## src/rtl/vga_timing_pkg.sv

```systemverilog
// ============================================================================
// vga_timing_pkg : shared 640x480@60 timing defaults and coordinate width
// Revision 1.0
// ============================================================================
`default_nettype none

package vga_timing_pkg;

  localparam int COORD_W = 10;

  localparam int DEF_DIV       = 4;
  localparam int DEF_H_VISIBLE = 640;
  localparam int DEF_H_FRONT   = 16;
  localparam int DEF_H_SYNC    = 96;
  localparam int DEF_H_BACK    = 48;
  localparam int DEF_V_VISIBLE = 480;
  localparam int DEF_V_FRONT   = 10;
  localparam int DEF_V_SYNC    = 2;
  localparam int DEF_V_BACK    = 33;

  localparam int H_TOTAL  = DEF_H_VISIBLE + DEF_H_FRONT + DEF_H_SYNC + DEF_H_BACK;
  localparam int V_TOTAL  = DEF_V_VISIBLE + DEF_V_FRONT + DEF_V_SYNC + DEF_V_BACK;
  localparam int HS_START = DEF_H_VISIBLE + DEF_H_FRONT;
  localparam int HS_END   = HS_START + DEF_H_SYNC - 1;
  localparam int VS_START = DEF_V_VISIBLE + DEF_V_FRONT;
  localparam int VS_END   = VS_START + DEF_V_SYNC - 1;

  function automatic logic in_window(input logic [COORD_W-1:0] v,
                                     input logic [COORD_W-1:0] lo,
                                     input logic [COORD_W-1:0] hi);
    return (v >= lo) && (v <= hi);
  endfunction

endpackage

`default_nettype wire

```

## src/rtl/vga_scan_gen_pixel_tick_div.sv

```systemverilog
// ============================================================================
// pixel_tick_div : divides clk down to a one-cycle pixel-rate pulse
// Revision 1.0
// ============================================================================
`default_nettype none

module pixel_tick_div #(
  parameter int DIV = 4
) (
  input  logic clk,
  input  logic reset,
  output logic p_tick
);

  localparam int W = (DIV > 1) ? $clog2(DIV) : 1;
  localparam logic [W-1:0] C_LAST = W'(DIV - 1);

  logic [W-1:0] div_q;
  logic [W-1:0] div_d;

  always_comb begin
    div_d = (div_q == C_LAST) ? '0 : div_q + 1'b1;
  end

  always_ff @(posedge clk) begin
    if (reset) begin
      div_q <= '0;
    end else begin
      div_q <= div_d;
    end
  end

  assign p_tick = (div_q == C_LAST);

endmodule

`default_nettype wire

```

## src/rtl/vga_scan_gen.sv

```systemverilog
// ============================================================================
// vga_scan_gen : VGA raster counters, sync decode and frame strobe
// Revision 1.0
// ============================================================================
`default_nettype none

module vga_scan_gen
  import vga_timing_pkg::*;
#(
  parameter int DIV       = DEF_DIV,
  parameter int H_VISIBLE = DEF_H_VISIBLE,
  parameter int H_FRONT   = DEF_H_FRONT,
  parameter int H_SYNC    = DEF_H_SYNC,
  parameter int H_BACK    = DEF_H_BACK,
  parameter int V_VISIBLE = DEF_V_VISIBLE,
  parameter int V_FRONT   = DEF_V_FRONT,
  parameter int V_SYNC    = DEF_V_SYNC,
  parameter int V_BACK    = DEF_V_BACK
) (
  input  logic               clk,
  input  logic               reset,
  output logic [COORD_W-1:0] x,
  output logic [COORD_W-1:0] y,
  output logic               video_on,
  output logic               hsync,
  output logic               vsync,
  output logic               p_tick,
  output logic               frame_tick
);

  localparam int L_H_TOTAL = H_VISIBLE + H_FRONT + H_SYNC + H_BACK;
  localparam int L_V_TOTAL = V_VISIBLE + V_FRONT + V_SYNC + V_BACK;

  localparam logic [COORD_W-1:0] C_H_LAST   = COORD_W'(L_H_TOTAL - 1);
  localparam logic [COORD_W-1:0] C_V_LAST   = COORD_W'(L_V_TOTAL - 1);
  localparam logic [COORD_W-1:0] C_H_VIS    = COORD_W'(H_VISIBLE);
  localparam logic [COORD_W-1:0] C_V_VIS    = COORD_W'(V_VISIBLE);
  localparam logic [COORD_W-1:0] C_HS_START = COORD_W'(H_VISIBLE + H_FRONT);
  localparam logic [COORD_W-1:0] C_HS_END   = COORD_W'(H_VISIBLE + H_FRONT + H_SYNC - 1);
  localparam logic [COORD_W-1:0] C_VS_START = COORD_W'(V_VISIBLE + V_FRONT);
  localparam logic [COORD_W-1:0] C_VS_END   = COORD_W'(V_VISIBLE + V_FRONT + V_SYNC - 1);

  logic               tick;
  logic [COORD_W-1:0] h_q, h_d;
  logic [COORD_W-1:0] v_q, v_d;
  logic               hsync_q, vsync_q, video_on_q;

  pixel_tick_div #(
    .DIV (DIV)
  ) u_div (
    .clk    (clk),
    .reset  (reset),
    .p_tick (tick)
  );

  always_comb begin
    h_d = h_q;
    v_d = v_q;
    if (tick) begin
      if (h_q == C_H_LAST) begin
        h_d = '0;
        v_d = (v_q == C_V_LAST) ? '0 : v_q + 1'b1;
      end else begin
        h_d = h_q + 1'b1;
      end
    end
  end

  // Sync/blank decode from next-state counters keeps them aligned with x/y.
  always_ff @(posedge clk) begin
    if (reset) begin
      h_q        <= '0;
      v_q        <= '0;
      hsync_q    <= 1'b1;
      vsync_q    <= 1'b1;
      video_on_q <= 1'b1;
    end else begin
      h_q        <= h_d;
      v_q        <= v_d;
      hsync_q    <= !in_window(h_d, C_HS_START, C_HS_END);
      vsync_q    <= !in_window(v_d, C_VS_START, C_VS_END);
      video_on_q <= (h_d < C_H_VIS) && (v_d < C_V_VIS);
    end
  end

  assign x          = h_q;
  assign y          = v_q;
  assign hsync      = hsync_q;
  assign vsync      = vsync_q;
  assign video_on   = video_on_q;
  assign p_tick     = tick;
  assign frame_tick = tick && (h_q == C_H_LAST) && (v_q == C_V_LAST);

endmodule

`default_nettype wire

```

## config.mk

```make
export PLATFORM = sky130hd
export DESIGN_NAME = vga_scan_gen
export DESIGN_NICKNAME = d
export VERILOG_FILES = /design/src/rtl/vga_timing_pkg.sv /design/src/rtl/vga_scan_gen_pixel_tick_div.sv /design/src/rtl/vga_scan_gen.sv
export SDC_FILE = /design/constraint.sdc
export NUM_CORES = 1
export LEC_CHECK = 0
export CAP_MARGIN = 20
export CORE_MARGIN = 10
export CORE_UTILIZATION = 40
export DETAILED_ROUTE_END_ITERATION = 12
export GPL_TIMING_DRIVEN = 0
export HOLD_SLACK_MARGIN = 0.12
export MAX_ROUTING_LAYER = met4
export SLEW_MARGIN = 5
export SYNTH_ARGS = -nofsm -noshare
export SYNTH_HDL_FRONTEND = slang
export SYNTH_SLANG_ARGS = --single-unit
```

## constraint.sdc

```tcl
create_clock -name clk -period 3.6 [get_ports clk]
set_input_delay 0.72 -clock clk [delete_from_list [all_inputs] [get_ports clk]]
set_output_delay 0.72 -clock clk [all_outputs]
set_load 0.02 [all_outputs]
```

# After elaboration in Yosys (flattened, before gate mapping)

Index checks and enable logic that the tools add are counted.

Flip-flop bits (word level): 25
Bits of input ports: 2
Output and inout bits: 25
Logic and storage cells: 31

Add/subtract/negate cells: 3
$lt $le $gt $ge: 6
Eq/ne operators: 3
Multiplexer cells: 5
Reductions and logical operators: 8

Operators by type and width:

| kind                                                        | number |
|---|---|
| 2-to-1 mux 10 bit                                           | 5 |
| adder 10 x 1 -> 10 bit, second input constant               | 2 |
| == test 10 bit, second input constant                       | 2 |
| >= comparator 10 bit, second input constant                 | 1 |
| >= comparator 10 x 9 -> 1 bit, second input constant        | 1 |
| <= comparator 10 bit, second input constant                 | 1 |
| <= comparator 10 x 9 -> 1 bit, second input constant        | 1 |
| less-than comparator 10 bit, second input constant          | 1 |
| less-than comparator 10 x 9 -> 1 bit, second input constant | 1 |
| logical AND 1 bit                                           | 5 |
| adder 2 x 1 -> 2 bit, second input constant                 | 1 |
| == test 2 bit, second input constant                        | 1 |
| logical NOT 1 bit                                           | 2 |
| OR reduction 2 bit                                          | 1 |

# Longest topological paths before layout

Depth in word-level cells: 7
Gate-level depth with buffers: 8
Mapped depth without buffers: 8

# Modules after synthesis

Synthesis repeated with hierarchy kept, for this count alone.

Cells, all modules: 167
Area, all modules: 1492.7 um^2

Modules (own cells, without submodules):

| module         | instances | cells an instance | area each (um^2) | seq. area each (um^2) |
|---|---|---|---|---|
| vga_scan_gen   | 1         | 162               | 1417.6           | 460.4 |
| pixel_tick_div | 1         | 5                 | 75.1             | 40.0 |

# Worst setup path after synthesis

Ideal clock, no wire load.

Kind: reg-to-output
Start: reg v_q[9] (netlist: y[9])
End: out frame_tick
Arrival: 2.065 ns
Required time: 2.880 ns
Path slack: 0.815 ns
Stages on the path, launching flop included: 4
Buffers on the path: 0
Path through: dfxtp_1 -> or4b_2 -> nor4_1 -> nor2b_1

Cells in the longest elaborated chain, start to end: 2

Ends and longest elaborated chain:

| item                   | line               | text |
|---|---|---|
| from (decl)            | vga_scan_gen.sv:45 | `logic [COORD_W-1:0] v_q, v_d;` |
| from (signal assigned) | vga_scan_gen.sv:79 | `v_q <= v_d;` |
| == test 10 bit         | vga_scan_gen.sv:92 | `assign frame_tick = tick && (h_q == C_H_LAST) && (v_q == C_V_LAST);` |
| logical AND 1 bit      | vga_scan_gen.sv:92 |  |
| to (decl)              | vga_scan_gen.sv:28 | `output logic frame_tick` |

Every way passes these cells.

# Final worst setup path

Start: reg v_q[6] (netlist: y[6])
End: out frame_tick

The elaborated chain is that of the path after synthesis.

==> flow_summary.yaml <==
outcome:
  run_status: "finished clean"
routing:
  detail_route.drc_violations: 0
  detailroute.via_count: 1267
  via_per_inst: 5.35
  drt-wirelength-per-cell_um: 14.4
  detail_route.iter0.violations: 72
  drt_pass1_iterations: 4
  antenna_left: 0
  wl_mm: 3.40
cts:
  clock_sink_count: 25
  cts_buffers: 3
  post-cts-setup-buffer-count: 0
  cts_tree: "built"
  clk_latency_ns: 0.31
  root_buffer: "sky130_fd_sc_hd__clkbuf_4"
  htree_num_levels: 1
  clkTransAtPathRegs_ns: 0.13
  cts.path.max_buffers: 2
timing:
  final.setup.worst_slack_ns: 0.193
  fmaxAchievable_ghz: 0.293
  setup_tns_ns: 0
  unrepaired_setup_endpoints_after_global_routing: "false"
  finalHoldViolations: 0
  report.final.slew_viol_count: 0
  finalSetupViolCount: 0
  timing.slew.headroom: 0.653
  fin_skew_ns: 0.00631
  final.period_utilization: 0.947
  worstMarginPinSlew_ns: 0.521
  timing.hold.ws_ns: 0.442
  final.min_clock_period_ns: 3.41
synthesis:
  synth.avg_cell_area_sq_um: 8.18
  mappedNetlistArea_sq_mm: 0.00134
  ys_warn_count: 0
  synth_top_family_by_area: "simple AND/OR/NAND/NOR gates"
  netlist_instances: 164
  yosys.area_share.adder: 0.0373
  synthesis.nets: 170
  xor_and_xnor_fraction_of_the_mapped_netlist_area: 0.0849
  synthSimpleGateAreaFrac: 0.358
  muxShareOfSynthArea: 0
  compound_gate_fraction_of_synth_area: 0.114
  synth.lib_cells_used.distinct: 38
  yosysSeqAreaShare: 0.373
  synth-seq-cells: 25
place:
  hpwlAfterDp_mm: 2.57
  port_buffers: 25
  place_congestion: 0.845
  dp_worst_setup_slack_ns: 0.144
critical_path:
  critical-path-max-stage-delay_ns: 0.72
  critical_path.max_fanout: 7
  worst_setup_start_kind: "flip-flop"
  worstSetupPathType: "flip-flop to output pin"
  timing.critical_path.slowest_stage_cell: "sky130_fd_sc_hd__or4b_2"
  path_cells: "or4b_2 > nor4_4 > nor2b_1 > clkdlybuf4s50_1"
  worst-endpoint-arrival_ns: 2.69
  worst_setup_path_end_kind: "output pin"
  worst_reg_to_reg_cells: 6
  worst_ep_required_time_ns: 2.88
global_route:
  first_global_vias: 1241
  grt_pass1_wl_mm: 5.93
  grt-ovfl-total: 0
  grt_max_degree: 14
  grt_antenna_before_repair: 0
  gr-usage-all-layers: 0.119
power_and_ir_drop:
  p_leak_nw: 0.545
  p_comb_frac: 0.047
  power.density_cell_area_mw_per_mm2: 254
  worst_ir_drop_vdd_mv: 0.130
  share_clk_of_total_power: 0.292
  internal_power_mw: 0.332
  total_power_mw: 0.428
  swShare: 0.225
  switchingPower_mw: 0.0963
  seqPwrFrac: 0.661
floorplanning:
  io_pins: 27
  initial_core_utilization: 0.429
  floorplan.die.width_um: 77.9
  floorplan.die_area_sq_mm: 0.00607
  core-area_sq_mm: 0.00313
  dieHeight_um: 77.9
  placementRows: 20
hold_path:
  worstHoldPathCells: 1
  holdCritPathClass: "flip-flop to flip-flop"
final_layout:
  synthesis_to_layout_area_growth_pct: 25.8
  drive_above_1_share: 0.0570
  final_util: 0.540
  num_antenna_cells: 0
  nets: 200
  most_frequent_cells_in_the_layout: "sky130_fd_sc_hd__dfxtp_1, sky130_fd_sc_hd__clkdlybuf4s50_1, sky130_fd_sc_hd__nor2_1"
flow_run:
  max_cap_viol_count: 0
-- critical path, delay by kind of cell (launching register included) --
family                 cells  cell delay (ns)
flip-flops                 1             0.37
AND/OR/NAND/NOR            3             1.37
buffers and inverters      1             0.63
-- power groups by stage --
| stage | Combinational, mW | Clock, mW | Sequential [mW] |
|---|---|---|---|
| 2_1_floorplan | 0.0125 | 0 | 0.290 |
| 3_3_place_gp | 0.0205 | 0 | 0.289 |
| 3_5_place_dp | 0.0205 | 0 | 0.289 |
| 4_1_cts | 0.0207 | 0.133 | 0.283 |
| 5_1_grt | 0.0231 | 0.145 | 0.284 |
| 6_report | 0.0201 | 0.125 | 0.283 |
-- cells in the mapped netlist --
cell type,count,share of area
sky130_fd_sc_hd__and2_1,1,0.0047
sky130_fd_sc_hd__o2bb2ai_1,1,0.0065
sky130_fd_sc_hd__and3b_1,1,0.0065
sky130_fd_sc_hd__o211a_1,1,0.0075
sky130_fd_sc_hd__nor3_1,10,0.037
sky130_fd_sc_hd__a21oi_1,12,0.045
sky130_fd_sc_hd__nor4b_4,1,0.018
sky130_fd_sc_hd__nor2b_1,5,0.023
sky130_fd_sc_hd__nor4_1,1,0.0047
sky130_fd_sc_hd__o311a_1,1,0.0075
sky130_fd_sc_hd__o21ai_0,6,0.022
sky130_fd_sc_hd__o32ai_1,1,0.0065
sky130_fd_sc_hd__nor2_1,16,0.045
sky130_fd_sc_hd__clkbuf_1,5,0.014
sky130_fd_sc_hd__nor3b_1,2,0.011
sky130_fd_sc_hd__o211ai_1,1,0.0056
sky130_fd_sc_hd__or4_1,1,0.0056
sky130_fd_sc_hd__dfxtp_1,25,0.37
sky130_fd_sc_hd__a31o_1,1,0.0065
sky130_fd_sc_hd__or2_2,2,0.0093
sky130_fd_sc_hd__nand3_1,9,0.034
sky130_fd_sc_hd__nand2b_1,2,0.0093
sky130_fd_sc_hd__buf_2,2,0.0075
sky130_fd_sc_hd__and3_1,3,0.014
sky130_fd_sc_hd__nand4b_1,2,0.013
sky130_fd_sc_hd__or4b_2,1,0.0075
sky130_fd_sc_hd__inv_1,3,0.0084
sky130_fd_sc_hd__nand2_1,15,0.042
sky130_fd_sc_hd__nand4_1,8,0.037
sky130_fd_sc_hd__nor4bb_1,1,0.0075
sky130_fd_sc_hd__nand3b_1,2,0.011
sky130_fd_sc_hd__xor2_1,6,0.039
sky130_fd_sc_hd__buf_1,1,0.0028
sky130_fd_sc_hd__or3b_4,1,0.0084
sky130_fd_sc_hd__xnor2_1,7,0.046
sky130_fd_sc_hd__o2111ai_1,1,0.0065
sky130_fd_sc_hd__or3_1,2,0.0093
sky130_fd_sc_hd__ha_1,4,0.037
-- sequential cells by signal (all words and copies together) (netlist names) --
| signal | count |
|---|---|
| hsync | 1 |
| y | 10 |
| vsync | 1 |
| u_div.div_q | 2 |
| video_on | 1 |
| x | 10 |
-- area by class of cell --
cell class,count,area [sq um]
timing repair buffer,25,250
multi-input combinational,128,812
sequential,25,500
clock buffer,4,26.3
buffer,8,32.5
fill,314,1440
tap,44,55.1
inverter,3,11.3
-- routing by layer --
metal / routed length (um) / track usage
met1: 1520 / 0.143
met3: 181 / 0.0311
met4: 14 / 0.0305
met2: 1690 / 0.192
met5: 0 / -
-- path summary, 6_finish.rpt --
kind	start	endpoint	slack (ns)
setup / recovery	y[6]$_SDFF_PP0_	frame_tick	0.19
hold / removal	u_div.div_q[0]$_SDFF_PP0_	u_div.div_q[0]$_SDFF_PP0_	0.44
setup reg to reg	x[9]$_SDFF_PP0_	vsync$_SDFF_PP1_	1.08
hold reg to reg	u_div.div_q[0]$_SDFF_PP0_	u_div.div_q[0]$_SDFF_PP0_	0.44
-- cells by family (layout without fill, tap and decap cells) --
kind of cell | Yosys count | after routing
xor gates and xnor gates | 13 | 13
and+or+nand+nor | 86 | 86
AOI/OAI and AO/OA | 25 | 25
buffers and inverters | 11 | 40
adders and majority gates | 4 | 4
DFF | 25 | 25
-- through the flow --
stage | cells | cell area [sq um]
floorplan | 164 | 1340
CTS | 237 | 1680
finish | 237 | 1690
global placement | 233 | 1650
global route | 237 | 1690
detailed placement | 233 | 1650
-- what timing repair did --
action                                  in CTS  in global routing
endpoints found under the setup margin       1                  1
cloned                                       0                  0
resized for setup                            1                  1
hold buffers                                 0                  0
Note: power is estimated with default switching activity, not from simulation.
